### src/rtl/axis_combiner.sv
// Merges two tvalid-only sample streams into one registered stream using a round-robin arbiter.
// Each input has a one-deep hold register. tuser carries the source channel, and the sample width is converted MSB-aligned.
module axis_combiner #(
  parameter int SAXIS_TDATA_WIDTH = 16,
  parameter int MAXIS_TDATA_WIDTH = 32,
  parameter int DROP_CNT_WIDTH    = 16
) (
  input  logic                         a_clk,
  input  logic                         reset,
  input  logic [SAXIS_TDATA_WIDTH-1:0] S_AXIS0_tdata,
  input  logic                         S_AXIS0_tvalid,
  input  logic [SAXIS_TDATA_WIDTH-1:0] S_AXIS1_tdata,
  input  logic                         S_AXIS1_tvalid,
  output logic [MAXIS_TDATA_WIDTH-1:0] M_AXIS_tdata,
  output logic                         M_AXIS_tvalid,
  output logic                         M_AXIS_tuser,
  output logic [DROP_CNT_WIDTH-1:0]    drop_count0,
  output logic [DROP_CNT_WIDTH-1:0]    drop_count1,
  output logic [MAXIS_TDATA_WIDTH-1:0] monitor
);

  localparam int S = SAXIS_TDATA_WIDTH;
  localparam int M = MAXIS_TDATA_WIDTH;
  localparam logic [DROP_CNT_WIDTH-1:0] DROP_MAX = '1;

  logic [M-1:0]              w_conv0, w_conv1;
  logic [M-1:0]              r_hold0, r_hold1;
  logic                      r_pend0, r_pend1;
  logic                      r_lastGrant;
  logic [M-1:0]              r_tdata, r_monitor;
  logic                      r_tvalid, r_tuser;
  logic [DROP_CNT_WIDTH-1:0] r_drop0, r_drop1;
  logic                      w_any, w_grant, w_take0, w_take1;

  // Keeping the sign bit at the output MSB makes narrowing an arithmetic shift and widening a left shift.
  if (S < M) begin : g_widen
    assign w_conv0 = {S_AXIS0_tdata, {(M-S){1'b0}}};
    assign w_conv1 = {S_AXIS1_tdata, {(M-S){1'b0}}};
  end else if (S > M) begin : g_narrow
    logic w_unused_lsbs;
    assign w_conv0 = S_AXIS0_tdata[S-1 -: M];
    assign w_conv1 = S_AXIS1_tdata[S-1 -: M];
    assign w_unused_lsbs = ^{S_AXIS0_tdata[S-M-1:0], S_AXIS1_tdata[S-M-1:0]};
  end else begin : g_pass
    assign w_conv0 = S_AXIS0_tdata;
    assign w_conv1 = S_AXIS1_tdata;
  end

  always_comb begin
    w_any   = r_pend0 | r_pend1;
    w_grant = (r_pend0 & r_pend1) ? ~r_lastGrant : r_pend1;
    w_take0 = w_any & ~w_grant;
    w_take1 = w_any & w_grant;
  end

  always_ff @(posedge a_clk) begin
    if (reset) begin
      r_hold0     <= '0;
      r_hold1     <= '0;
      r_pend0     <= 1'b0;
      r_pend1     <= 1'b0;
      r_lastGrant <= 1'b1;
      r_tdata     <= '0;
      r_tvalid    <= 1'b0;
      r_tuser     <= 1'b0;
      r_monitor   <= '0;
      r_drop0     <= '0;
      r_drop1     <= '0;
    end else begin
      if (w_any) begin
        r_tdata     <= w_grant ? r_hold1 : r_hold0;
        r_monitor   <= w_grant ? r_hold1 : r_hold0;
        r_tvalid    <= 1'b1;
        r_tuser     <= w_grant;
        r_lastGrant <= w_grant;
      end else begin
        r_tdata  <= '0;
        r_tvalid <= 1'b0;
      end

      // A new sample landing on an un-drained hold register overwrites it and counts as an overrun.
      if (S_AXIS0_tvalid) begin
        r_hold0 <= w_conv0;
        r_pend0 <= 1'b1;
        if (r_pend0 && !w_take0 && r_drop0 != DROP_MAX)
          r_drop0 <= r_drop0 + 1'b1;
      end else if (w_take0) begin
        r_pend0 <= 1'b0;
      end

      if (S_AXIS1_tvalid) begin
        r_hold1 <= w_conv1;
        r_pend1 <= 1'b1;
        if (r_pend1 && !w_take1 && r_drop1 != DROP_MAX)
          r_drop1 <= r_drop1 + 1'b1;
      end else if (w_take1) begin
        r_pend1 <= 1'b0;
      end
    end
  end

  assign M_AXIS_tdata  = r_tdata;
  assign M_AXIS_tvalid = r_tvalid;
  assign M_AXIS_tuser  = r_tuser;
  assign monitor       = r_monitor;
  assign drop_count0   = r_drop0;
  assign drop_count1   = r_drop1;

endmodule
### config.mk
export PLATFORM = sky130hd
export DESIGN_NAME = axis_combiner
export DESIGN_NICKNAME = d
export VERILOG_FILES = /design/src/rtl/axis_combiner.sv
export SDC_FILE = /design/constraint.sdc
export NUM_CORES = 1
export LEC_CHECK = 0
export BUFFER_PORTS_ARGS = -buffer_cell sky130_fd_sc_hd__buf_2
export CAP_MARGIN = 0
export CORE_MARGIN = 2
export CORE_UTILIZATION = 46
export DETAILED_ROUTE_END_ITERATION = 6
export PLACE_DENSITY = 0.73
export SYNTH_ARGS = -nofsm -noshare
export SYNTH_HDL_FRONTEND = slang
export SYNTH_SLANG_ARGS = --single-unit
export TNS_END_PERCENT = 20
### constraint.sdc
create_clock -name a_clk -period 2.25 [get_ports a_clk]
set_input_delay 0.225 -clock a_clk [delete_from_list [all_inputs] [get_ports a_clk]]
set_output_delay 0.225 -clock a_clk [all_outputs]
set_load 0.02 [all_outputs]
==> results of run 1 <==
## layout make-up
type / count / share of cell area
clock inverters: 6 / 0.00974
well taps: 108 / 0.0277
clock buffers: 10 / 0.0261
flip-flops and latches: 101 / 0.414
inverters: 7 / 0.00538
repair buffers: 111 / 0.119
multi-input cells: 325 / 0.398
## sequential cells by signal (all words and copies together), names as in the netlist, 16 cells and up
signal and count:
drop_count0 16, r_hold0 16, r_hold1 16, M_AXIS_tdata 16, drop_count1 16, monitor 16
## tightest hold or removal path, delay by kind of cell
family        cells  cell delay, ns
mux               1            0.05
simple gates      1            0.07
buf+inv           1            0.08
## report_power, final
part / leakage (nW) / switching (mW) / total, mW / internal (mW)
Combinational: 1.35 / 0.198 / 0.298 / 0.100
Clock: 0.0872 / 0.633 / 1.05 / 0.413
Sequential: 0.823 / 0.0319 / 1.88 / 1.85
## metal layers
| metal | global-route usage | vias up |
|---|---|---|
| met4 | 0.0601 | 0 |
| met3 | 0.0550 | 6 |
| met1 | 0.235 | 1662 |
| met5 | 0 | - |
| li1 | - | 1765 |
| met2 | 0.301 | 93 |
## placed cells by master, fill, tap and decap left out, types with 9 or more instances in the layout
master,synthesis,layout
a21o_1,16,16
a21oi_1,40,40
buf_2,5,101
buf_4,36,10
clkbuf_8,0,9
conb_1,1,32
dfxtp_1,101,101
mux2i_1,32,32
nand2_1,40,40
nand3_1,14,14
nand4_1,9,9
nor2_1,41,41
o21ai_0,9,9
o31ai_1,16,16
or4_1,17,17
## logic make-up after synthesis
kind of cell | count (synthesis) | synth area share
buffers and inverters | 65 | 0.0911
AOI/OAI and AO/OA | 92 | 0.136
adders and majority gates | 2 | 0.00592
other | 1 | 0.000887
and+or+nand+nor | 163 | 0.202
muxes | 36 | 0.0864
DFF | 101 | 0.478
## stage by stage
stage | std cells | utilization | setup WS (ns) | cell area [sq um] | hold WS, ns
after global placement | 652 | 0.535 | 0.331 | 4710 | 0.430
after floorplan | 491 | - | 0.413 | 4350 | 0.372
final | 668 | 0.554 | 0.188 | 4880 | 0.100
after detailed placement | 652 | 0.535 | 0.239 | 4710 | 0.434
after CTS | 668 | 0.554 | 0.223 | 4880 | 0.0832
after global routing | 668 | 0.554 | 0.0454 | 4880 | 0.0947
## worst paths after layout
check | startpoint | endpoint | slack [ns] | depth (start not counted)
worst max-delay path | r_pend1$_SDFFE_PP0P_ | drop_count0[15]$_SDFFE_PP0P_ | 0.19 | 4
worst min-delay path | S_AXIS1_tdata[3] | r_hold1[19]$_SDFFE_PP0P_ | 0.10 | 3
worst max register to register | r_pend1$_SDFFE_PP0P_ | drop_count0[15]$_SDFFE_PP0P_ | 0.19 | 4
worst min register to register | monitor[25]$_SDFFE_PP0N_ | monitor[25]$_SDFFE_PP0N_ | 0.45 | 1
==> flow_metrics.py, run 1 <==
metrics = {
    "critical_path": {
        "slowest_stage": "dfxtp_1",
        "critical_path_class": "reg -> reg",
        "crit_required_ns": 2.50,
        "crit_family": "simple AND/OR/NAND/NOR gates",
        "max_stage_delay_ns": 0.54,
        "crit_chain": "and4b_1, nand4_2, nor4b_1, mux2_2",
        "arrival_ns": 2.32,
        "cp-end-kind": "flip-flop",
        "crit_path_max_fanout": 10,
        "cp_num_buf_inv": 0,
        "start_kind": "flip-flop",
    },
    "cts": {
        "clk_latency_ns": 0.36,
        "postCtsSetupBuffers": 0,
        "cts-resized-gates": 0,
        "numCtsBuffers": 9,
        "root_buffer": "clkbuf_8",
        "htreeDepth": 3,
        "cts_hold_buffers": 0,
        "clkTransAtPathRegs_ns": 0.10,
        "cts_tree": "built",
        "cts.sinks": 101,
        "clockBufferDepth": 2,
    },
    "synth": {
        "ys_top_cells_by_area": "dfxtp_1 48%, mux2i_1 7.6%, buf_4 6.4%",
        "yosysMostFrequentCell": "dfxtp_1",
        "synth_commonest_cells": "101 x dfxtp_1, 41 x nor2_1, 40 x a21oi_1, 40 x nand2_1, 36 x buf_4",
        "synth-main-ff-cell": "dfxtp_1",
        "synth-edff-count": 0,
        "syn_area_per_cell_sq_um": 9.19,
        "synth_top_cell_by_area": "dfxtp_1",
        "netlist_area_sq_mm": 0.00423,
        "yosysSeqAreaShare": 0.478,
        "synth-warning-count": 0,
        "netlist_instances": 460,
        "async_flop_share": 0,
        "synth_top_cell_area_share": 0.478,
        "synth-seq-cells": 101,
        "yosysUniqueCellTypes": 43,
    },
    "finish": {
        "seq_area_sq_mm": 0.00202,
        "drive_gt1_frac": 0.245,
        "fin_nets": 593,
        "nFillCells": 836,
        "area.growth.synth_to_final_pct": 15.4,
        "multiInputGateArea_sq_mm": 0.00194,
        "antenna_cells": 0,
    },
    "global_routing": {
        "grt_usage": 0.184,
        "grt_pass1_wl_mm": 15.0,
        "grt_antenna_before_repair": 1,
        "grt-ovfl-total": 0,
        "grt_pass1_vias": 3235,
        "grt_max_degree": 54,
    },
    "die": {
        "initial_utilization": 0.480,
        "dieArea_sq_mm": 0.00998,
        "row_count": 34,
        "die_w_microns": 99.9,
        "core_sq_mm": 0.00881,
        "ios": 134,
        "fp.dieH_microns": 99.9,
    },
    "power": {
        "total_power_mw": 3.22,
        "ir_drop_mv": 0.359,
        "p_leak_nw": 2.26,
        "power-per-cell-area_mw_per_mm2": 660,
    },
    "routing": {
        "drcViolationCount": 0,
        "drtIter0Drc": 147,
        "ant_nets": 0,
        "wl_mm": 9.30,
        "met3_length_microns": 557,
        "routed_via_density": 5.28,
        "top_layer": "met4",
        "routed-via-count": 3526,
        "wl_met2_mm": 4.46,
        "dr.pass1.iters": 4,
        "avgRoutedWirePerCell_microns": 13.9,
        "met1_length_mm": 4.22,
    },
    "run_status": {
        "status": "complete, no violations",
    },
    "sta": {
        "post-route-period-util": 0.917,
        "slew_headroom": 0.526,
        "hold_viol": 0,
        "fin_worst_skew_ns": 0.00872,
        "setup_viol_count_final": 0,
        "max_freq_ghz": 0.485,
        "tightestPinTransition_ns": 0.705,
        "drv_slew": 0,
        "fin_crit_ns": 2.06,
        "tns_ns": 0,
        "rsz0062_at_grt": "false",
    },
    "flow_run": {
        "max-cap-violations": 0,
    },
    "placement": {
        "io_buffers": 101,
        "gp_congestion": 0.744,
        "dp_hpwl_mm": 6.56,
    },
    "hold_path": {
        "hold_path.class": "in -> reg",
    },
}
Note: power is estimated with default switching activity, not from simulation.
==> inputs of run 2 (changes only) <==
- BUFFER_PORTS_ARGS: -buffer_cell sky130_fd_sc_hd__buf_2 -> default
- CORE_ASPECT_RATIO: default -> 0.6
- DONT_BUFFER_PORTS: default -> 1
- PLACE_DENSITY: 0.73 -> default
==> run 2 against run 1 <==
Net effect: utilization fell by 4.5 points; die area up 0.25%; register-to-register slack hardly changed; final cell count shrank 12%; critical path depth did not move; combinational power decreased by 32%; clock power is 44% higher; hold slack got worse by 0.082 ns; critical path type unchanged; highest routed layer unchanged.
==> flow_metrics.py, run 2 (synthesis gave the netlist of run 1 again) <==
metrics = {
    "critical_path": {
        "cp-end-kind": "flip-flop",
        "arrival_ns": 2.29,
        "start_kind": "flip-flop",
        "crit_path_max_fanout": 10,
        "slowest_stage": "dfxtp_1",
        "critical_path_class": "reg -> reg",
        "max_stage_delay_ns": 0.54,
        "crit_required_ns": 2.48,
        "crit_chain": "and4b_1, nand4_2, nor4b_1, mux2_2",
    },
    "sta": {
        "rsz0062_at_grt": "false",
        "fin_worst_skew_ns": 0.00486,
        "slew_headroom": 0.648,
        "hold_viol": 0,
        "max_freq_ghz": 0.488,
        "tightestPinTransition_ns": 0.526,
        "post-route-period-util": 0.911,
        "fin_crit_ns": 2.05,
        "drv_slew": 0,
        "setup_viol_count_final": 0,
        "tns_ns": 0,
    },
    "power": {
        "internal_power_mw": 2.74,
        "ir_drop_mv": 0.469,
        "total_power_mw": 3.63,
        "p_sw_frac": 0.245,
        "seqPwrFrac": 0.527,
        "p_sw_mw": 0.890,
        "p_clk_frac": 0.417,
        "power-per-cell-area_mw_per_mm2": 785,
        "p_leak_nw": 1.89,
        "combPwrFrac": 0.056,
    },
    "routing": {
        "drcViolationCount": 0,
        "avgRoutedWirePerCell_microns": 16.8,
        "wl_mm": 9.84,
        "routed_via_density": 5.62,
        "dr.pass1.iters": 4,
        "routed-via-count": 3300,
        "ant_nets": 0,
        "drtIter0Drc": 234,
    },
    "placement": {
        "io_buffers": 0,
        "placed_cells": 570,
        "dp_hpwl_mm": 6.58,
        "gp_congestion": 0.831,
    },
    "global_routing": {
        "grt_max_degree": 65,
        "grt_antenna_before_repair": 0,
        "grt-ovfl-total": 0,
        "grt_pass1_wl_mm": 15.6,
        "grt_usage": 0.199,
        "grt_pass1_vias": 3013,
    },
    "cts": {
        "root_buffer": "clkbuf_16",
        "clk_latency_ns": 0.34,
        "clkTransAtPathRegs_ns": 0.07,
        "postCtsSetupBuffers": 0,
        "numCtsBuffers": 9,
        "htreeDepth": 3,
        "cts_tree": "built",
        "cts.sinks": 101,
        "clockBufferDepth": 2,
    },
    "finish": {
        "instances_no_fill": 587,
        "final_common_cell": "dfxtp_1",
        "mostFrequentLayoutCells": "101 x dfxtp_1, 41 x nor2_1, 40 x a21oi_1, 40 x nand2_1",
        "antenna_cells": 0,
        "final_util": 0.510,
        "fin_nets": 504,
        "area.growth.synth_to_final_pct": 9.14,
        "drive_gt1_frac": 0.104,
    },
    "run_status": {
        "status": "complete, no violations",
    },
    "die": {
        "initial_utilization": 0.467,
        "dieArea_sq_mm": 0.0100,
        "ios": 134,
        "core_sq_mm": 0.00905,
        "row_count": 27,
        "die_w_microns": 128,
        "fp.dieH_microns": 78.3,
    },
    "flow_run": {
        "max-cap-violations": 0,
    },
    "hold_path": {
        "hold_path.class": "in -> reg",
    },
}
run 2: changes by cell type in the layout (fill, tap and decap cells not counted):
cell        delta
buf_16         +1
clkinv_4       -1
buf_2        -101
buf_4         +11
clkbuf_16      +9
clkinvlp_4     +1
clkinv_2       -1
clkbuf_8       -7
clkbuf_1       -1
run 2: power by group through the flow:
stage | combinational (mW) | sequential, mW | clock, mW
finish | 0.202 | 1.91 | 1.51
CTS | 0.202 | 1.91 | 1.54
global placement | 0.173 | 1.95 | 0
floorplan | 0.230 | 1.94 | 0
global route | 0.226 | 1.92 | 1.62
detailed placement | 0.178 | 1.95 | 0
run 2: metal layers:
layer,wire length [microns],vias to the layer above,share of wire,GRT usage
li1,-,1598,-,-
met1,4720,1569,0.48,0.271
met2,4110,123,0.42,0.285
met3,881,10,0.090,0.0852
met4,125,0,0.013,0.0615
met5,0,-,0,0
run 2: area by class of cell:
| type | instances | area [sq um] |
|---|---|---|
| Clock buffer | 11 | 253 |
| Sequential cell | 101 | 2020 |
| Tap cell | 116 | 145 |
| Inverter | 7 | 26.3 |
| Timing Repair Buffer | 22 | 185 |
| Clock inverter | 5 | 41.3 |
| Fill cell | 853 | 4440 |
| Multi-Input combinational cell | 325 | 1940 |
run 2: metrics by stage:
stage	cell area (sq um)	hold WS (ns)	setup WS (ns)
final	4620	0.0182	0.199
after global routing	4620	0.000211	0.0549
after CTS	4620	0.00278	0.186
after detailed placement	4290	0.310	0.234
after global placement	4290	0.307	0.327
after floorplan	4350	0.372	0.413
run 2: final timing paths:
check / startpoint / end / slack (ns) / depth (start not counted)
max: r_pend1$_SDFFE_PP0P_ / drop_count0[15]$_SDFFE_PP0P_ / 0.20 / 4
min reg2reg: r_hold1[23]$_SDFFE_PP0P_ / M_AXIS_tdata[23]$_SDFF_PP0_ / 0.47 / 2
min: S_AXIS1_tvalid / r_pend1$_SDFFE_PP0P_ / 0.02 / 2
max reg2reg: r_pend1$_SDFFE_PP0P_ / drop_count0[15]$_SDFFE_PP0P_ / 0.20 / 4
run 2: worst max-delay path: cells and delay by family, from the launching register on:
family | cells | cell delay (ns)
multiplexers | 1 | 0.37
AND/OR/NAND/NOR | 3 | 1.04
flip-flops | 1 | 0.54
run 2: what timing repair did:
action / 4_1_cts / 5_1_grt
endpoints found under the hold margin: 64 / 0
gates resized for setup: 0 / 0
hold buffers: 1 / 0
==> inputs of run 3 (changes only) <==
- CORE_MARGIN: 2 -> default
- CORE_UTILIZATION: 46 -> 45
==> run 3 against run 2 <==
Net effect: final area grew 0.22%; highest routed layer unchanged; power shrank 0.75%; critical endpoint is now drop_count1[2]$_SDFFE_PP0P_; utilization grew 1.5 points; final cell count grew 1.7%; sequential power is essentially flat; wire length shrank 2.9%.
==> flow_metrics.py, run 3 (synthesis gave the netlist of run 1 again) <==
metrics = {
    "run_status": {
        "status": "complete, no violations",
    },
    "finish": {
        "drive_gt1_frac": 0.104,
        "mostFrequentLayoutCells": "101 x dfxtp_1, 41 x nor2_1, 40 x a21oi_1, 40 x nand2_1",
        "antenna_cells": 0,
        "area.growth.synth_to_final_pct": 9.38,
        "nFillCells": 839,
        "final_util": 0.525,
        "multiInputGateArea_sq_mm": 0.00194,
        "fin_area_sq_mm": 0.00463,
        "fin_nets": 504,
        "seq_area_sq_mm": 0.00202,
        "final_common_cell": "dfxtp_1",
    },
    "die": {
        "row_count": 26,
        "fp.dieH_microns": 77.1,
        "die_w_microns": 127,
        "initial_utilization": 0.480,
        "core_sq_mm": 0.00882,
        "ios": 134,
        "dieArea_sq_mm": 0.00980,
    },
    "routing": {
        "drcViolationCount": 0,
        "wl_mm": 9.56,
        "routed_via_density": 5.46,
        "ant_nets": 0,
        "avgRoutedWirePerCell_microns": 16.0,
        "dr.pass1.iters": 4,
        "routed-via-count": 3259,
        "drtIter0Drc": 227,
    },
    "cts": {
        "numCtsBuffers": 9,
        "cts.sinks": 101,
        "htreeDepth": 3,
        "cts_tree": "built",
        "clk_latency_ns": 0.34,
        "clkTransAtPathRegs_ns": 0.07,
        "root_buffer": "clkbuf_16",
        "clockBufferDepth": 2,
    },
    "sta": {
        "fin_ws_ns": 0.257,
        "setup_viol_count_final": 0,
        "rsz0062_at_grt": "false",
        "fin_crit_ns": 1.99,
        "max_freq_ghz": 0.502,
        "fin_hold_ws_ns": 0.0174,
        "tightestPinTransition_ns": 1.10,
        "drv_slew": 0,
        "fin_worst_skew_ns": 0.00339,
        "tns_ns": 0,
        "post-route-period-util": 0.886,
        "hold_viol": 0,
        "slew_headroom": 0.260,
    },
    "placement": {
        "dp_hpwl_mm": 6.64,
        "pre_cts_ws_ns": 0.272,
        "postPlaceCellArea_sq_mm": 0.00431,
        "io_buffers": 0,
        "gp_congestion": 0.823,
    },
    "power": {
        "power-per-cell-area_mw_per_mm2": 778,
        "ir_drop_mv": 0.340,
        "p_leak_nw": 1.89,
    },
    "critical_path": {
        "cp-end-kind": "flip-flop",
        "critical_path_class": "reg -> reg",
        "crit_path_max_fanout": 11,
        "start_kind": "flip-flop",
        "crit_required_ns": 2.47,
        "arrival_ns": 2.21,
        "startpoint": "drop_count1[0]$_SDFFE_PP0P_",
        "r2r_start": "drop_count1[0]$_SDFFE_PP0P_",
    },
    "global_routing": {
        "grt_pass1_vias": 2928,
        "grt_max_degree": 65,
        "grt-ovfl-total": 0,
        "grt_pass1_wl_mm": 15.3,
        "grt_antenna_before_repair": 0,
        "grt_usage": 0.200,
    },
    "flow_run": {
        "max-cap-violations": 0,
    },
    "hold_path": {
        "min-delay-start": "S_AXIS1_tvalid",
        "hold_path.class": "in -> reg",
    },
}
==> run 3: cell types whose count changed in the layout (fill, tap and decap cells not counted) <==
cell        previous run  this run
inv_8                  0         1
clkbuf_8               2         0
clkinv_8               0         1
inv_6                  2         3
clkinvlp_4             2         1
clkinv_2               0         1
clkinv_4               1         0
==> run 3: repair_timing <==
| action | 4_1_cts | 5_1_grt |
|---|---|---|
| gates resized for setup | 0 | 0 |
| endpoints found under the hold margin | 64 | 0 |
| hold buffers | 1 | 0 |
| setup buffers | 0 | 0 |
==> run 3: worst paths after layout <==
check	end	slack, ns	cells after the start
max reg2reg	drop_count1[2]$_SDFFE_PP0P_	0.26	6
min reg2reg	M_AXIS_tdata[29]$_SDFF_PP0_	0.48	2
max	drop_count1[2]$_SDFFE_PP0P_	0.26	6
min	r_pend1$_SDFFE_PP0P_	0.02	2
==> run 3: through the flow <==
step | power, mW | cells
floorplan | 2.17 | 491
global route | 3.75 | 597
CTS | 3.65 | 597
global placement | 2.12 | 580
detailed placement | 2.13 | 580
finish | 3.60 | 597
==> run 3: final cells by class <==
| cell class | count | area share |
|---|---|---|
| flip-flops and latches | 101 | 0.437 |
| multi-input cells | 325 | 0.420 |
| clock buffers | 9 | 0.0487 |
| repair buffers | 22 | 0.0400 |
| well taps | 126 | 0.0341 |
| clock inverters | 7 | 0.0143 |
| inverters | 7 | 0.00568 |
==> run 3: per-layer routing <==
| metal | GRT usage | wire length, microns |
|---|---|---|
| met3 | 0.0851 | 971 |
| met1 | 0.275 | 4440 |
| met4 | 0.0429 | 40 |
| met2 | 0.288 | 4100 |
| met5 | 0 | 0 |
==> run 3: critical path, stage by stage (launching register included) <==
cell,delay (ns)
dfxtp_1,0.40
ha_1,0.24
nand3_1,0.28
nor4_1,0.33
buf_4,0.23
nor3_1,0.05
a2111oi_0,0.34
==> run 3: where the power goes <==
part	switching [mW]	internal (mW)	total [mW]
Combinational	0.130	0.0665	0.197
Clock	0.714	0.778	1.49
Sequential	0.0634	1.85	1.91
Total	0.907	2.69	3.60
